<file path="src/rtl/exu_mul_wb_pkg.sv">
// Shared types for the multiply writeback controller: queue packet, stage tag and default sizes.
package exu_mul_wb_pkg;

    localparam int MUL_WBQ_DEPTH = 4;
    localparam int MUL_RD_W      = 5;

    typedef struct packed {
        logic [MUL_RD_W-1:0] rd;
        logic [31:0]         data;
    } mul_wb_pkt_t;

    typedef struct packed {
        logic                valid;
        logic [MUL_RD_W-1:0] rd;
    } mul_tag_t;

    localparam int MUL_PKT_W = $bits(mul_wb_pkt_t);

endpackage

</file>
<file path="src/rtl/exu_mul_wbq.sv">
// Writeback queue: FIFO of finished multiply results with occupancy and a raw entry view.
// Latency: a push is visible at the head one cycle later; no push-to-pop bypass.
// Backpressure: no ready of its own; the producer must never push into a full queue.
module exu_mul_wbq #(
    parameter int DEPTH = 4,
    parameter int W     = 37
) (
    input  logic                           clk,
    input  logic                           rst_l,
    input  logic                           push_i,
    input  logic [W-1:0]                   push_dat_i,
    input  logic                           pop_i,
    output logic [W-1:0]                   head_dat_o,
    output logic [$clog2(DEPTH):0]         count_o,
    output logic                           full_o,
    output logic                           empty_o,
    output logic [$clog2(DEPTH)-1:0]       head_ptr_o,
    output logic [DEPTH-1:0][W-1:0]        ent_o
);

    localparam int PW = $clog2(DEPTH);
    localparam int CW = $clog2(DEPTH) + 1;

    logic [DEPTH-1:0][W-1:0] mem_q;
    logic [PW-1:0]           wr_ptr_q, wr_ptr_d;
    logic [PW-1:0]           rd_ptr_q, rd_ptr_d;
    logic [CW-1:0]           count_q, count_d;
    logic                    push_ok;
    logic                    pop_ok;

    assign full_o  = (count_q == CW'(DEPTH));
    assign empty_o = (count_q == '0);
    assign push_ok = push_i & ~full_o;
    assign pop_ok  = pop_i & ~empty_o;

    // Power-of-two depth, so the pointer increment wraps on its own.
    always_comb begin
        wr_ptr_d = wr_ptr_q;
        rd_ptr_d = rd_ptr_q;
        count_d  = count_q + CW'(push_ok) - CW'(pop_ok);
        if (push_ok) wr_ptr_d = wr_ptr_q + PW'(1);
        if (pop_ok)  rd_ptr_d = rd_ptr_q + PW'(1);
    end

    always_ff @(posedge clk or negedge rst_l) begin
        if (!rst_l) begin
            wr_ptr_q <= '0;
            rd_ptr_q <= '0;
            count_q  <= '0;
        end else begin
            wr_ptr_q <= wr_ptr_d;
            rd_ptr_q <= rd_ptr_d;
            count_q  <= count_d;
        end
    end

    always_ff @(posedge clk) begin
        if (push_ok) mem_q[wr_ptr_q] <= push_dat_i;
    end

    assign head_dat_o = mem_q[rd_ptr_q];
    assign count_o    = count_q;
    assign head_ptr_o = rd_ptr_q;
    assign ent_o      = mem_q;

endmodule

</file>
<file path="src/rtl/exu_mul_wb_ctl.sv">
// Multiply writeback control: E1-E3 tag pipe, writeback queue, issue credits, RAW stall and forwarding.
// Latency: issue -> E1/E2/E3 -> queue; wb_valid 4 cycles after issue with no freeze.
// Backpressure: wb head held until wb_grant; issue credit covers queue plus in-flight entries.
module exu_mul_wb_ctl
    import exu_mul_wb_pkg::*;
#(
    parameter int WBQ_DEPTH = MUL_WBQ_DEPTH,
    parameter int RD_W      = MUL_RD_W
) (
    input  logic                         clk,
    input  logic                         rst_l,
    input  logic                         freeze,
    input  logic                         mul_valid_d,
    input  logic [RD_W-1:0]              mul_rd_d,
    output logic                         mul_ready_d,
    input  logic                         flush_e1,
    input  logic                         flush_e2,
    input  logic                         flush_e3,
    input  logic [31:0]                  mul_out_e3,
    input  logic [RD_W-1:0]              rs1_addr_d,
    input  logic [RD_W-1:0]              rs2_addr_d,
    output logic                         rs1_stall_d,
    output logic                         rs2_stall_d,
    output logic                         rs1_byp_d,
    output logic                         rs2_byp_d,
    output logic [31:0]                  rs1_byp_data_d,
    output logic [31:0]                  rs2_byp_data_d,
    output logic                         wb_valid,
    output logic [RD_W-1:0]              wb_rd,
    output logic [31:0]                  wb_data,
    input  logic                         wb_grant,
    output logic [$clog2(WBQ_DEPTH):0]   wbq_count
);

    localparam int PW = $clog2(WBQ_DEPTH);
    localparam int CW = $clog2(WBQ_DEPTH) + 1;

    mul_tag_t tag_e1_q, tag_e1_d;
    mul_tag_t tag_e2_q, tag_e2_d;
    mul_tag_t tag_e3_q, tag_e3_d;

    // A flush during freeze still kills its own stage; otherwise the stages only move when unfrozen.
    always_comb begin
        tag_e1_d = tag_e1_q;
        tag_e2_d = tag_e2_q;
        tag_e3_d = tag_e3_q;
        if (!freeze) begin
            tag_e1_d.valid = mul_valid_d & mul_ready_d & ~flush_e1;
            tag_e1_d.rd    = mul_rd_d;
            tag_e2_d.valid = tag_e1_q.valid & ~flush_e1;
            tag_e2_d.rd    = tag_e1_q.rd;
            tag_e3_d.valid = tag_e2_q.valid & ~flush_e2;
            tag_e3_d.rd    = tag_e2_q.rd;
        end else begin
            if (flush_e1) tag_e1_d.valid = 1'b0;
            if (flush_e2) tag_e2_d.valid = 1'b0;
            if (flush_e3) tag_e3_d.valid = 1'b0;
        end
    end

    always_ff @(posedge clk or negedge rst_l) begin
        if (!rst_l) begin
            tag_e1_q <= '0;
            tag_e2_q <= '0;
            tag_e3_q <= '0;
        end else begin
            tag_e1_q <= tag_e1_d;
            tag_e2_q <= tag_e2_d;
            tag_e3_q <= tag_e3_d;
        end
    end

    logic                                e3_live;
    logic                                wbq_push;
    logic                                wbq_pop;
    logic                                wbq_full;
    logic                                wbq_empty;
    logic [PW-1:0]                       wbq_head_ptr;
    mul_wb_pkt_t                         push_pkt;
    mul_wb_pkt_t                         head_pkt;
    mul_wb_pkt_t [WBQ_DEPTH-1:0]         wbq_ent;

    assign e3_live  = tag_e3_q.valid & ~flush_e3;
    assign wbq_push = e3_live & ~freeze;
    assign push_pkt = '{rd: tag_e3_q.rd, data: mul_out_e3};
    assign wbq_pop  = wb_valid & wb_grant;

    exu_mul_wbq #(
        .DEPTH (WBQ_DEPTH),
        .W     (MUL_PKT_W)
    ) u_wbq (
        .clk        (clk),
        .rst_l      (rst_l),
        .push_i     (wbq_push),
        .push_dat_i (push_pkt),
        .pop_i      (wbq_pop),
        .head_dat_o (head_pkt),
        .count_o    (wbq_count),
        .full_o     (wbq_full),
        .empty_o    (wbq_empty),
        .head_ptr_o (wbq_head_ptr),
        .ent_o      (wbq_ent)
    );

    assign wb_valid = ~wbq_empty;
    assign wb_rd    = wb_valid ? head_pkt.rd   : '0;
    assign wb_data  = wb_valid ? head_pkt.data : '0;

    // Credits count every in-flight stage so an E3 push always finds room.
    logic [CW:0] credit_use;
    assign credit_use  = {1'b0, wbq_count} + (CW+1)'(tag_e1_q.valid)
                       + (CW+1)'(tag_e2_q.valid) + (CW+1)'(tag_e3_q.valid);
    assign mul_ready_d = credit_use < (CW+1)'(WBQ_DEPTH);

    logic [1:0][RD_W-1:0] rs_addr;
    logic [1:0]           stall_v;
    logic [1:0]           hit_v;
    logic [1:0][31:0]     dat_v;
    logic [PW-1:0]        idx;

    assign rs_addr = {rs2_addr_d, rs1_addr_d};

    // Scan queue oldest to youngest so later hits override, then let E3 override the queue.
    always_comb begin
        stall_v = '0;
        hit_v   = '0;
        dat_v   = '0;
        idx     = '0;
        for (int s = 0; s < 2; s++) begin
            for (int i = 0; i < WBQ_DEPTH; i++) begin
                idx = wbq_head_ptr + PW'(i);
                if ((CW'(i) < wbq_count) && (wbq_ent[idx].rd == rs_addr[s])) begin
                    hit_v[s] = 1'b1;
                    dat_v[s] = wbq_ent[idx].data;
                end
            end
            if (e3_live && (tag_e3_q.rd == rs_addr[s])) begin
                hit_v[s] = 1'b1;
                dat_v[s] = mul_out_e3;
            end
            stall_v[s] = (tag_e1_q.valid && (tag_e1_q.rd == rs_addr[s])) ||
                         (tag_e2_q.valid && (tag_e2_q.rd == rs_addr[s]));
            if (rs_addr[s] == '0) begin
                hit_v[s]   = 1'b0;
                dat_v[s]   = '0;
                stall_v[s] = 1'b0;
            end
        end
    end

    assign rs1_stall_d    = stall_v[0];
    assign rs2_stall_d    = stall_v[1];
    assign rs1_byp_d      = hit_v[0];
    assign rs2_byp_d      = hit_v[1];
    assign rs1_byp_data_d = dat_v[0];
    assign rs2_byp_data_d = dat_v[1];

    wbq_no_overflow_a: assert property (@(posedge clk) disable iff (!rst_l) !(wbq_push && wbq_full));

endmodule
</file>
<file path="config.mk">
export PLATFORM = sky130hd
export DESIGN_NAME = exu_mul_wb_ctl
export DESIGN_NICKNAME = d
export VERILOG_FILES = /design/src/rtl/exu_mul_wb_pkg.sv /design/src/rtl/exu_mul_wbq.sv /design/src/rtl/exu_mul_wb_ctl.sv
export SDC_FILE = /design/constraint.sdc
export NUM_CORES = 1
export LEC_CHECK = 0
export ABC_AREA = 1
export BUFFER_PORTS_ARGS = -buffer_cell sky130_fd_sc_hd__buf_4
export CAP_MARGIN = 10
export CORE_UTILIZATION = 48
export CTS_CLUSTER_DIAMETER = 100
export DETAILED_ROUTE_END_ITERATION = 8
export PLACE_DENSITY = 0.76
export SYNTH_ARGS = -nofsm -noshare
export SYNTH_HDL_FRONTEND = slang
export SYNTH_SLANG_ARGS = --single-unit
</file>
<file path="constraint.sdc">
create_clock -name clk -period 4.35 [get_ports clk]
set_input_delay 0.2175 -clock clk [delete_from_list [all_inputs] [get_ports clk]]
set_output_delay 0.2175 -clock clk [all_outputs]
set_load 0.05 [all_outputs]
</file>
==> results.txt <==
Clock-pin slew on the worst setup and hold paths: 0.06 ns
Reg power frac: 16.1%
Register bit total from synthesis: 173
Internal: 5.10 mW
Switching fraction of total power: 59.1%
Setup WS post-layout: 0.234 ns
Synth cell types: 36
Hold crit path type: in -> reg
Max Fanout on Critical Path: 51
Power Density: 789 nW/um2
CP max stage delay: 0.67 ns
Clock buffer count from CTS: 17
Diodes inserted: 0
Sum Neg Setup Slack: 0 ns
Max-cap viol count: 0
Largest net degree at the start of global routing: 70
CP Launch Type: flip-flop
Fmax: 243 MHz
DRT iter0 DRCs: 1925
# DRC: 0
Total core area: 27800 um2
Final ANT Viol Nets: 0
Final setup viols: 0
Seq/Total Area, Yosys: 37.4%
Dpl hpwl: 30700 um
H-tree depth: 4
Clock power frac: 12.9%
Logic pwr share: 71.0%
Fin nets: 2218
Setup CP Type: reg -> out
RD Place Congestion: 1.01
Outcome: completed
Fin util: 56.9%
Pins over their slew limit: 0
Mapped Cells: 2050
Remaining global-route overflow: 0
Synthesized Nets: 2116
Clk Latency, worst-skew pair: 0.44 ns
Worst path cell trace: inv_4, nand2_1, nand2_2, buf_4, nand2_1, nand2_1, nand2_1, a21oi_2, buf_4, nand4_1, nand3_1, nand2_1, a21oi_1, buf_4
Critical Path AT: 3.90 ns
Vias in the first global route: 13500
Die area: 28900 um2
Most common cell after layout, fill and taps aside: nand2_1
Synth-to-layout area growth: 16.5%
VDD IR max: 651 uV
TritonRoute pass-1 iters: 6
Total Routing Usage GR: 31.8%
Initial antenna violation count: 1
Vias post-DR: 14800
Root cell of the clock tree: clkbuf_16
CTS tree: yes
WL final: 45600 um
RSZ-0062 raised after global routing: false
Crit path max-delay cell type: dfrtp_4
Sw Pwr: 7.37 mW
Initial Util: 48.8%
DP Area: 15000 um2
Yosys warning count: 0
Io pins: 165
Total power: 12.5 mW
Final hold violations: 0
Final min period: 4.12 ns
Worst setup EP type: output pin
Design Area, Final: 15800 um2
Cell Rows: 61
Die Height: 170 um
Setup skew after layout: 0.0120 ns
Slew Limit Headroom: 36.6%
Share of cells above drive strength 1: 12.4%
Clock buffer depth: 2
Pre-CTS WS: 0.587 ns
Worst Path Required: 4.13 ns
Worst slew pin tran: 0.949 ns
First-pass GRT wire length: 71200 um
Final worst path period share: 94.6%
Worst path most repeated cell: nand2_1
Mapped cell area: 13600 um2
IO buf count: 164
Wire length per cell: 17.9 um
Leakage: 6.97 nW
Commonest cells after routing, fill and taps aside: 558 x nand2_1, 339 x o21ai_0, 259 x nor2_1
Vias per cell: 5.81
Chip width: 170 um
Syn avg cell area: 6.62 um2
# clock sinks: 173
-- power groups by stage --
stage	logic [mW]	registers, mW	clock network (mW)
floorplan	6.33	1.98	0
global placement	8.53	2.03	0
detailed placement	8.64	2.03	0
CTS	8.69	2.00	1.62
global route	9.53	2.02	1.68
finish	8.86	2.00	1.61
-- layout make-up --
type,instances,area (um2)
multi-input cells,1569,7220
fillers,2588,12000
repair buffers,237,1850
clock inverters,11,168
clock buffers,21,440
well taps,378,473
inverters,154,582
flip-flops and latches,173,5070
-- per-stage QoR --
stage	instances	hold WS (ns)
after CTS	2541	0.000977
after global routing	2543	0.000745
final	2543	0.00811
after detailed placement	2488	0.145
after floorplan	2050	-0.0781
after global placement	2488	0.147
-- flip-flops by register name (all words and copies together), names as in the netlist --
name              count
u_wbq.ent_o         148
tag_e1_q              6
tag_e2_q              6
push_pkt              5
u_wbq.count_o         3
u_wbq.head_ptr_o      2
u_wbq.wr_ptr_q        2
tag_e3_q              1
-- layer usage --
layer	part of all wire, %	track usage, %	up-vias
met3	11	6.37	136
met4	3.4	13.7	2
met5	0.029	0	-
li1	-	-	7052
met2	45	50.8	937
met1	40	41.7	6656
-- cell families after synthesis --
logic type	Yosys count	synth area share (%)
simple gates	1026	31.0
compound gates	512	19.4
buf+inv	308	9.86
flops	173	37.4
xor+xnor	18	1.16
fa+ha+maj	11	1.13
mux	2	0.148
-- Yosys cell counts --
master,n,share of area (%)
o21ai_0,339,13
edfxtp_1,148,33
xor2_1,15,0.97
nand3_1,125,4.6
buf_6,12,1.0
buf_2,53,2.0
o32ai_1,1,0.065
nor2_2,5,0.23
o31ai_1,1,0.055
clkinv_1,2,0.055
ha_1,9,0.83
nor2_1,264,7.3
clkbuf_1,71,2.0
buf_4,6,0.33
a221oi_1,7,0.45
a21oi_2,2,0.13
o21ai_1,8,0.30
xnor2_1,3,0.19
mux2i_1,2,0.15
or2_2,2,0.092
nor3_1,3,0.11
dfrtp_1,25,4.6
inv_4,1,0.046
o22ai_1,8,0.37
inv_1,146,4.0
nand2_2,2,0.092
nand4_1,67,3.1
o21a_1,1,0.055
nand2_1,558,15
fa_1,2,0.30
buf_1,12,0.33
a2111oi_0,2,0.13
a21oi_1,141,5.2
a211oi_1,1,0.055
inv_2,5,0.14
o221ai_1,1,0.065
-- path summary, 6_finish.rpt --
check / depth (start not counted) / start / slack [ns] / end
worst max-delay path: 14 / u_wbq.head_ptr_o[0] / 0.23 / rs1_byp_data_d[0]
worst min-delay path: 1 / mul_out_e3[24] / 0.008 / u_wbq.ent_o[98]
worst max register to register: 6 / u_wbq.count_o[2] / 1.38 / u_wbq.ent_o[39]
worst min register to register: 2 / tag_e2_q[0] / 0.50 / tag_e2_q[0]
max in group asynchronous: 2 / rst_l / 3.85 / u_wbq.head_ptr_o[0]
min in group asynchronous: 2 / rst_l / 0.21 / u_wbq.wr_ptr_q[0]
-- critical path, delay by kind of cell, from the launching register on --
family          cells  cell delay [ns]
compound gates      2             0.50
buf+inv             4             1.26
simple gates        8             1.02
flops               1             0.67
-- timing repair --
| item | CTS | global route |
|---|---|---|
| hold buffers | 21 | 0 |
| gates resized for setup | 0 | 2 |
| buffers inserted | 0 | 2 |
| endpoints found under the hold margin | 85 | 0 |
| endpoints found under the setup margin | 0 | 54 |
Note: power is estimated with default switching activity, not from simulation.
